[src/rtl/aes_round_ctrl_if.sv]
// Handshake and datapath-control bundle for aes_round_ctrl.
// The master modport is the controller; the slave modport is the host/datapath side.
interface aes_round_ctrl_if;
    logic       in_valid;
    logic       in_ready;
    logic       abort;
    logic       out_valid;
    logic       out_ready;
    logic       reg_en;
    logic       reg_clr;
    logic       load_sel;
    logic       last_round;
    logic [7:0] rcon;
    logic [3:0] round;
    logic       busy;

    modport master (
        input  in_valid, abort, out_ready,
        output in_ready, out_valid, reg_en, reg_clr, load_sel,
               last_round, rcon, round, busy
    );

    modport slave (
        output in_valid, abort, out_ready,
        input  in_ready, out_valid, reg_en, reg_clr, load_sel,
               last_round, rcon, round, busy
    );
endinterface

[src/rtl/aes_round_ctrl.sv]
// Iterative AES-128 round sequencer driving a single-round datapath through a feedback register.
// Optional AES_CTRL_PERF_EN adds blocks_done / stall_cycles performance counters.
module aes_round_ctrl #(
    parameter int NUM_ROUNDS = 10
) (
    input  logic             clk,
    input  logic             rst,
    aes_round_ctrl_if.master bus
`ifdef AES_CTRL_PERF_EN
    ,
    output logic [31:0]      blocks_done,
    output logic [31:0]      stall_cycles
`endif
);

    if (NUM_ROUNDS < 1 || NUM_ROUNDS > 10) begin : g_bad_num_rounds
        $error("aes_round_ctrl: NUM_ROUNDS must be in 1..10");
    end

    localparam logic [3:0] LP_LAST_ROUND = 4'(NUM_ROUNDS);

    typedef enum logic [1:0] {
        ST_IDLE,
        ST_ROUND,
        ST_DONE
    } state_t;

    state_t     r_state;
    state_t     w_state_nxt;
    logic [3:0] r_round;
    logic [3:0] w_round_nxt;
    logic       w_accept_ok;
    logic       w_fire_in;
    logic       w_last;

    function automatic logic [7:0] f_rcon(input logic [3:0] rnd);
        case (rnd)
            4'd1:    return 8'h01;
            4'd2:    return 8'h02;
            4'd3:    return 8'h04;
            4'd4:    return 8'h08;
            4'd5:    return 8'h10;
            4'd6:    return 8'h20;
            4'd7:    return 8'h40;
            4'd8:    return 8'h80;
            4'd9:    return 8'h1b;
            4'd10:   return 8'h36;
            default: return 8'h00;
        endcase
    endfunction

    always_ff @(posedge clk or posedge rst) begin
        if (rst) begin
            r_state <= ST_IDLE;
            r_round <= 4'd0;
        end else begin
            r_state <= w_state_nxt;
            r_round <= w_round_nxt;
        end
    end

    // Abort is applied last so it overrides any accept or round step decided above it.
    always_comb begin
        w_state_nxt    = r_state;
        w_round_nxt    = r_round;
        w_last         = (r_round == LP_LAST_ROUND);
        w_accept_ok    = !bus.abort &&
                         ((r_state == ST_IDLE) || ((r_state == ST_DONE) && bus.out_ready));
        w_fire_in      = w_accept_ok && bus.in_valid;
        bus.in_ready   = w_accept_ok;
        bus.out_valid  = (r_state == ST_DONE);
        bus.reg_en     = w_fire_in;
        bus.reg_clr    = bus.abort;
        bus.load_sel   = w_fire_in;
        bus.last_round = 1'b0;
        bus.rcon       = 8'h00;
        bus.round      = r_round;
        bus.busy       = w_fire_in;

        case (r_state)
            ST_IDLE: begin
                if (w_fire_in) begin
                    w_state_nxt = ST_ROUND;
                    w_round_nxt = 4'd1;
                end
            end
            ST_ROUND: begin
                bus.reg_en     = 1'b1;
                bus.last_round = w_last;
                bus.rcon       = f_rcon(r_round);
                bus.busy       = 1'b1;
                if (w_last) begin
                    w_state_nxt = ST_DONE;
                end else begin
                    w_round_nxt = r_round + 4'd1;
                end
            end
            ST_DONE: begin
                if (w_fire_in) begin
                    w_state_nxt = ST_ROUND;
                    w_round_nxt = 4'd1;
                end else if (bus.out_ready) begin
                    w_state_nxt = ST_IDLE;
                    w_round_nxt = 4'd0;
                end
            end
            default: begin
                w_state_nxt = ST_IDLE;
                w_round_nxt = 4'd0;
            end
        endcase

        if (bus.abort) begin
            bus.reg_en  = 1'b0;
            w_state_nxt = ST_IDLE;
            w_round_nxt = 4'd0;
        end
    end

`ifdef AES_CTRL_PERF_EN
    logic [31:0] r_blocks_done;
    logic [31:0] r_stall_cycles;
    logic        w_out_valid;

    assign w_out_valid = (r_state == ST_DONE);

    // Counters observe the output handshake only, so abort leaves them untouched.
    always_ff @(posedge clk or posedge rst) begin
        if (rst) begin
            r_blocks_done  <= 32'd0;
            r_stall_cycles <= 32'd0;
        end else begin
            if (w_out_valid && bus.out_ready) begin
                r_blocks_done <= r_blocks_done + 32'd1;
            end
            if (w_out_valid && !bus.out_ready) begin
                r_stall_cycles <= r_stall_cycles + 32'd1;
            end
        end
    end

    assign blocks_done  = r_blocks_done;
    assign stall_cycles = r_stall_cycles;
`endif

endmodule
[src/flat_wrapper.sv]
// flat-port wrapper written by rule: the top's interface ports become plain ports
module aes_round_ctrl_flat 
#(
    parameter int NUM_ROUNDS = 10
)
  (clk, rst, bus_in_valid, bus_abort, bus_out_ready, bus_in_ready, bus_out_valid, bus_reg_en, bus_reg_clr, bus_load_sel, bus_last_round, bus_rcon, bus_round, bus_busy);
  aes_round_ctrl_if bus_i ();
  input  logic clk;
  input  logic rst;
  input wire logic [$bits(bus_i.in_valid)-1:0] bus_in_valid;
  input wire logic [$bits(bus_i.abort)-1:0] bus_abort;
  input wire logic [$bits(bus_i.out_ready)-1:0] bus_out_ready;
  output wire logic [$bits(bus_i.in_ready)-1:0] bus_in_ready;
  output wire logic [$bits(bus_i.out_valid)-1:0] bus_out_valid;
  output wire logic [$bits(bus_i.reg_en)-1:0] bus_reg_en;
  output wire logic [$bits(bus_i.reg_clr)-1:0] bus_reg_clr;
  output wire logic [$bits(bus_i.load_sel)-1:0] bus_load_sel;
  output wire logic [$bits(bus_i.last_round)-1:0] bus_last_round;
  output wire logic [$bits(bus_i.rcon)-1:0] bus_rcon;
  output wire logic [$bits(bus_i.round)-1:0] bus_round;
  output wire logic [$bits(bus_i.busy)-1:0] bus_busy;
  assign bus_i.in_valid = bus_in_valid;
  assign bus_i.abort = bus_abort;
  assign bus_i.out_ready = bus_out_ready;
  assign bus_in_ready = bus_i.in_ready;
  assign bus_out_valid = bus_i.out_valid;
  assign bus_reg_en = bus_i.reg_en;
  assign bus_reg_clr = bus_i.reg_clr;
  assign bus_load_sel = bus_i.load_sel;
  assign bus_last_round = bus_i.last_round;
  assign bus_rcon = bus_i.rcon;
  assign bus_round = bus_i.round;
  assign bus_busy = bus_i.busy;
  aes_round_ctrl #(.NUM_ROUNDS(NUM_ROUNDS)) u_core (.clk(clk), .rst(rst), .bus(bus_i));
endmodule
[config.mk]
export PLATFORM = sky130hd
export DESIGN_NAME = aes_round_ctrl_flat
export DESIGN_NICKNAME = d
export VERILOG_FILES = /design/src/rtl/aes_round_ctrl_if.sv /design/src/rtl/aes_round_ctrl.sv /design/src/flat_wrapper.sv
export SDC_FILE = /design/constraint.sdc
export NUM_CORES = 1
export LEC_CHECK = 0
export ABC_AREA = 1
export BUFFER_PORTS_ARGS = -buffer_cell sky130_fd_sc_hd__buf_4
export CORE_UTILIZATION = 28
export CTS_BUF_LIST = sky130_fd_sc_hd__clkbuf_2
export DETAILED_ROUTE_END_ITERATION = 7
export GPL_ROUTABILITY_DRIVEN = 0
export PLACE_DENSITY = 0.54
export SYNTH_ARGS = -nofsm -noshare
export SYNTH_HDL_FRONTEND = slang
export SYNTH_SLANG_ARGS = --single-unit
[constraint.sdc]
create_clock -name clk -period 1.5 [get_ports clk]
set_input_delay 0.075 -clock clk [delete_from_list [all_inputs] [get_ports clk]]
set_output_delay 0.075 -clock clk [all_outputs]
set_load 0.02 [all_outputs]
==> impl_metrics.json, run 1 <==
{
  "status": "finished clean",
  "synth_edf_count": 0,
  "dp_hpwl_um": 1110,
  "power.density_nw_per_um2": 618,
  "multi_input_comb_area_um2": 434,
  "grt_pass1_wl_um": 2210,
  "ios": 24,
  "clock_latency_ns": 0.21,
  "fin_crit_ns": 1.47,
  "cts_root_buf": "clkbuf_2",
  "grt_max_degree": 9,
  "cts_num_sinks": 6,
  "start_kind": "register",
  "synth.avg_cell_area_um2": 6.77,
  "period_share_pct": 97.7,
  "synth.distinct_cells": 21,
  "fin_nets": 131,
  "syn-num-nets": 97,
  "post-route-util_pct": 48.0,
  "critPathMaxFanout": 6,
  "place_inst": 136,
  "tightest_slew_ns": 0.234,
  "final_common_cell": "buf_4",
  "crit_type": "reg -> out",
  "skew_ns": 0.00366,
  "critical_path.endpoint_type": "primary output",
  "min_path_type": "in -> reg",
  "irDropWorstVdd_mv": 0.356,
  "crit_arrival_ns": 1.39,
  "numPortBuffers": 23,
  "cts_inserted_buffers": 3,
  "fin_cells": 145,
  "num-fill-cells": 222,
  "syn_inst": 86,
  "vias_per_cell": 4.54,
  "gr-total-overflow": 0,
  "die-area_um2": 2260,
  "whs_ns": 0.191,
  "dr.first_iter.drc_count": 5,
  "cts_tree": "built",
  "setup_violations": 0,
  "synth-seq-cells": 6,
  "rrSetupSlack_ns": 0.18,
  "via_count": 658,
  "synthFlopType": "dfrtp_1",
  "grt_pass1_vias": 528,
  "drive_above_1_share_pct": 48.3,
  "core_area_um2": 1960,
  "drc": 0,
  "syn2layout_area_growth_pct": 61.9,
  "setup_tns_ns": 0,
  "slew_headroom_pct": 84.4,
  "dieWidth_um": 47.6,
  "final_cell_mix": "26 x buf_4, 17 x nand2_1, 12 x nor2_1, 8 x inv_1, 5 x nand3_1",
  "antenna_cells": 0,
  "final_max_slew_viol_count": 0,
  "std_cell_rows": 16,
  "worstPathRequired_ns": 1.42,
  "synth_area_um2": 582,
  "max-clock-path-buffers": 2,
  "ys_seq_area_share_pct": 25.8,
  "async_flop_share_pct": 100,
  "htree_levels": 1,
  "initial_core_util_pct": 29.7,
  "path_clk_slew_ns": 0.05,
  "final_cell_area_um2": 942,
  "final-seq-area_um2": 153,
  "die_h_um": 47.6,
  "drt-pass1-iter-count": 4,
  "grt_antenna_before_repair": 0,
  "rsz0062_at_grt": "true",
  "final-hold-violation-count": 0,
  "dpl_cell_area_um2": 797,
  "yosys_warnings": 0,
  "max_cap_violations": 0,
  "antenna_left": 0,
  "track_usage_pct": 13.8,
  "routedWlPerCell_um": 10.6,
  "wl_um": 1540,
  "p_leak_uw": 0.000483,
  "max_freq_mhz": 683
}
[metal layers]
layer / wire, um / GRT usage (%)
met1: 663 / 19.2
met2: 851 / 22.2
met3: 28 / 1.13
met4: 0 / 5.00
met5: 0 / 0
[power by group]
part	total (uW)	switching [uW]	internal, uW
Clock	107	53.3	54.1
Sequential	190	16.8	173
Combinational	285	155	129
[worst max-delay path, stage by stage (launching register included)]
cell and delay [ns]:
dfrtp_2 0.44, inv_4 0.07, ha_4 0.27, nand2_2 0.05, nand2_2 0.07, nand2_2 0.05, a21oi_2 0.11, buf_6 0.13
[stage by stage]
stage	power (uW)	setup slack (ns)
after floorplan	320	0.0183
after global placement	394	0.143
after detailed placement	393	0.0857
after CTS	534	-0.000416
after global routing	628	-0.0550
final	582	0.0349
[synthesized netlist by cell type, types with 2 or more instances]
| master | count | share of area (%) |
|---|---|---|
| dfrtp_1 | 6 | 26 |
| o21ai_0 | 5 | 4.3 |
| nand3_1 | 6 | 5.2 |
| nor2_1 | 12 | 7.7 |
| nand3_4 | 2 | 6.0 |
| inv_2 | 2 | 1.3 |
| ha_1 | 6 | 13 |
| nand2_1 | 21 | 14 |
| inv_1 | 11 | 7.1 |
| a21oi_1 | 4 | 3.4 |
[kinds of logic after synthesis]
group	synth area share (%)
compound gates	9.89
buf+inv	11.4
flops	25.8
simple gates	38.5
xor+xnor	1.51
fa+ha+maj	12.9
[cell type report]
cell class	instances	area share [%]
tap	27	3.59
timing repair buffer	31	26.6
sequential	6	16.2
inverter	14	5.98
multi-input combinational	64	46.1
clock buffer	3	1.59
[flip-flops by register name, summed over array words and instances (netlist names)]
register,count
u_core.bus.round,4
u_core.r_state,2
[what timing repair did]
item / 4_1_cts / 5_1_grt
hold buffers: 1 / 0
hold endpoints to repair: 6 / 0
endpoints found under the setup margin: 5 / 7
buffers inserted: 2 / 3
gates resized for setup: 7 / 17
pin swaps: 0 / 3
[final timing paths]
kind / startpoint / to / depth (start not counted)
setup / recovery: u_core.bus.round[1] / bus_rcon[1] / 7
hold / removal: bus_out_ready / u_core.r_state[1] / 4
setup reg to reg: u_core.bus.round[0] / u_core.bus.round[2] / 5
hold reg to reg: u_core.bus.round[1] / u_core.bus.round[1] / 2
max in group asynchronous: rst / u_core.bus.round[1] / 3
min in group asynchronous: rst / u_core.bus.round[0] / 3
Power figures use the tool's default switching activity.
==> inputs of run 2 (changes only) <==
- PLACE_DENSITY: 0.54 -> 0.56
- RECOVER_POWER: not set -> 50
- clock period: 1.5 -> 1.2 ns (I/O delays scaled with it)
==> impl_metrics.json, run 2 (synthesis results as in run 1) <==
{
  "p_leak_uw": 0.000514,
  "critical_path.endpoint_type": "primary output",
  "routedWlPerCell_um": 10.7,
  "vias_per_cell": 4.43,
  "slew_headroom_pct": 82.4,
  "dp_hpwl_um": 1230,
  "die-area_um2": 2260,
  "fin_crit_ns": 1.51,
  "setup_ws_ns": -0.312,
  "cts_tree": "built",
  "min_path_type": "in -> reg",
  "irDropWorstVdd_mv": 0.471,
  "final_cell_area_um2": 1110,
  "core_area_um2": 1960,
  "largest_reg_flops": 4,
  "final_max_slew_viol_count": 0,
  "dieWidth_um": 47.6,
  "grt_pass1_wl_um": 2370,
  "gr-total-overflow": 0,
  "max_freq_mhz": 661,
  "cts_inserted_buffers": 3,
  "clock_latency_ns": 0.22,
  "grt_antenna_before_repair": 0,
  "htree_levels": 1,
  "antenna_cells": 0,
  "rr_worst_depth": 9,
  "setup_violations": 17,
  "fin_nets": 137,
  "min_from": "bus_out_ready",
  "status": "complete, but fails checks",
  "r2r-end": "u_core.bus.round[0]",
  "num-fill-cells": 203,
  "crit_arrival_ns": 1.45,
  "violations": "negative setup slack",
  "start_kind": "register",
  "dpl_cell_area_um2": 926,
  "drc": 0,
  "drive_above_1_share_pct": 63.2,
  "final_common_cell": "buf_4",
  "power.density_nw_per_um2": 700,
  "track_usage_pct": 14.7,
  "fin_cells": 152,
  "hold_end": "u_core.r_state[1]",
  "max_cap_violations": 0,
  "rrSetupSlack_ns": -0.24,
  "initial_core_util_pct": 29.7,
  "cts_num_sinks": 6,
  "place_inst": 142,
  "via_count": 674,
  "rsz0062_at_grt": "true",
  "max-clock-path-buffers": 2,
  "std_cell_rows": 16,
  "grt_max_degree": 8,
  "syn2layout_area_growth_pct": 91.0,
  "path_clk_slew_ns": 0.07,
  "crit_type": "reg -> out",
  "period_share_pct": 126,
  "final_cell_mix": "24 x buf_4, 15 x nand2_1, 9 x buf_6, 6 x inv_2, 6 x nor2_1",
  "numPortBuffers": 23,
  "wl_um": 1630,
  "hold-path-cell-count": 4,
  "grt_pass1_vias": 595,
  "critPathMaxFanout": 5,
  "tightest_slew_ns": 0.264,
  "cts_root_buf": "clkbuf_2",
  "die_h_um": 47.6,
  "reg2reg_from": "u_core.bus.round[0]",
  "dr.first_iter.drc_count": 10,
  "pre_cts_slack_ns": -0.0990,
  "skew_ns": 0.0219,
  "ios": 24,
  "antenna_left": 0,
  "drt-pass1-iter-count": 4,
  "final-hold-violation-count": 0,
  "worstPathRequired_ns": 1.14
}
run 2: where the power goes:
| group | switching (uW) | internal, uW | leakage, uW |
|---|---|---|---|
| clock network | 70.5 | 88.3 | 0.0000166 |
| logic | 202 | 165 | 0.000424 |
| registers | 33.1 | 219 | 0.0000725 |
run 2: worst max-delay path by stage:
stage | to | from | cells after the start | slack [ns]
final | bus_rcon[1] | u_core.bus.round[1] | 7 | -0.31
after detailed placement | bus_rcon[1] | u_core.bus.round[0] | 7 | -0.1
after global routing | bus_rcon[1] | u_core.bus.round[0] | 7 | -0.39
after floorplan | bus_rcon[1] | u_core.bus.round[1] | 6 | -0.05
after global placement | bus_rcon[1] | u_core.bus.round[0] | 7 | -0.08
after CTS | bus_rcon[1] | u_core.bus.round[1] | 7 | -0.34
run 2: repair_timing:
item	4_1_cts	5_1_grt
endpoints found under the hold margin	6	0
hold buffers	1	0
pin swaps	10	9
gates resized for setup	18	19
buffers inserted	5	0
endpoints found under the setup margin	17	19
run 2: area by class of cell:
class,count,area (um^2),share of cell area [%]
well taps,27,33.8,3.04
flip-flops and latches,6,156,14.1
multi-input cells,64,519,46.7
repair buffers,37,323,29.1
clock buffers,4,20.0,1.80
inverters,14,58.8,5.29
run 2: worst max-delay path, cell delays in order, from the launching register on:
cell and delay, ns:
dfrtp_2 0.45, inv_2 0.08, ha_4 0.27, nand2_2 0.05, nand2_2 0.07, nand2_4 0.07, a21oi_4 0.11, buf_6 0.12
run 2: per-layer routing:
layer,global-route usage (%),up-vias,share of wire [%]
met2,27.1,19,52
li1,-,353,-
met1,17.9,302,44
met4,3.33,0,0
met3,2.26,0,3.4
met5,0,-,0
run 2: through the flow:
step / hold WS, ns / power [uW] / utilization (%) / setup TNS [ns]
2_1_floorplan: -0.149 / 445 / - / -0.228
3_3_place_gp: -0.0101 / 557 / 47.2 / -0.409
3_5_place_dp: -0.0109 / 557 / 47.2 / -0.561
4_1_cts: 0.160 / 758 / 53.7 / -3.37
5_1_grt: 0.170 / 835 / 56.6 / -4.56
6_report: 0.181 / 777 / 56.6 / -3.14
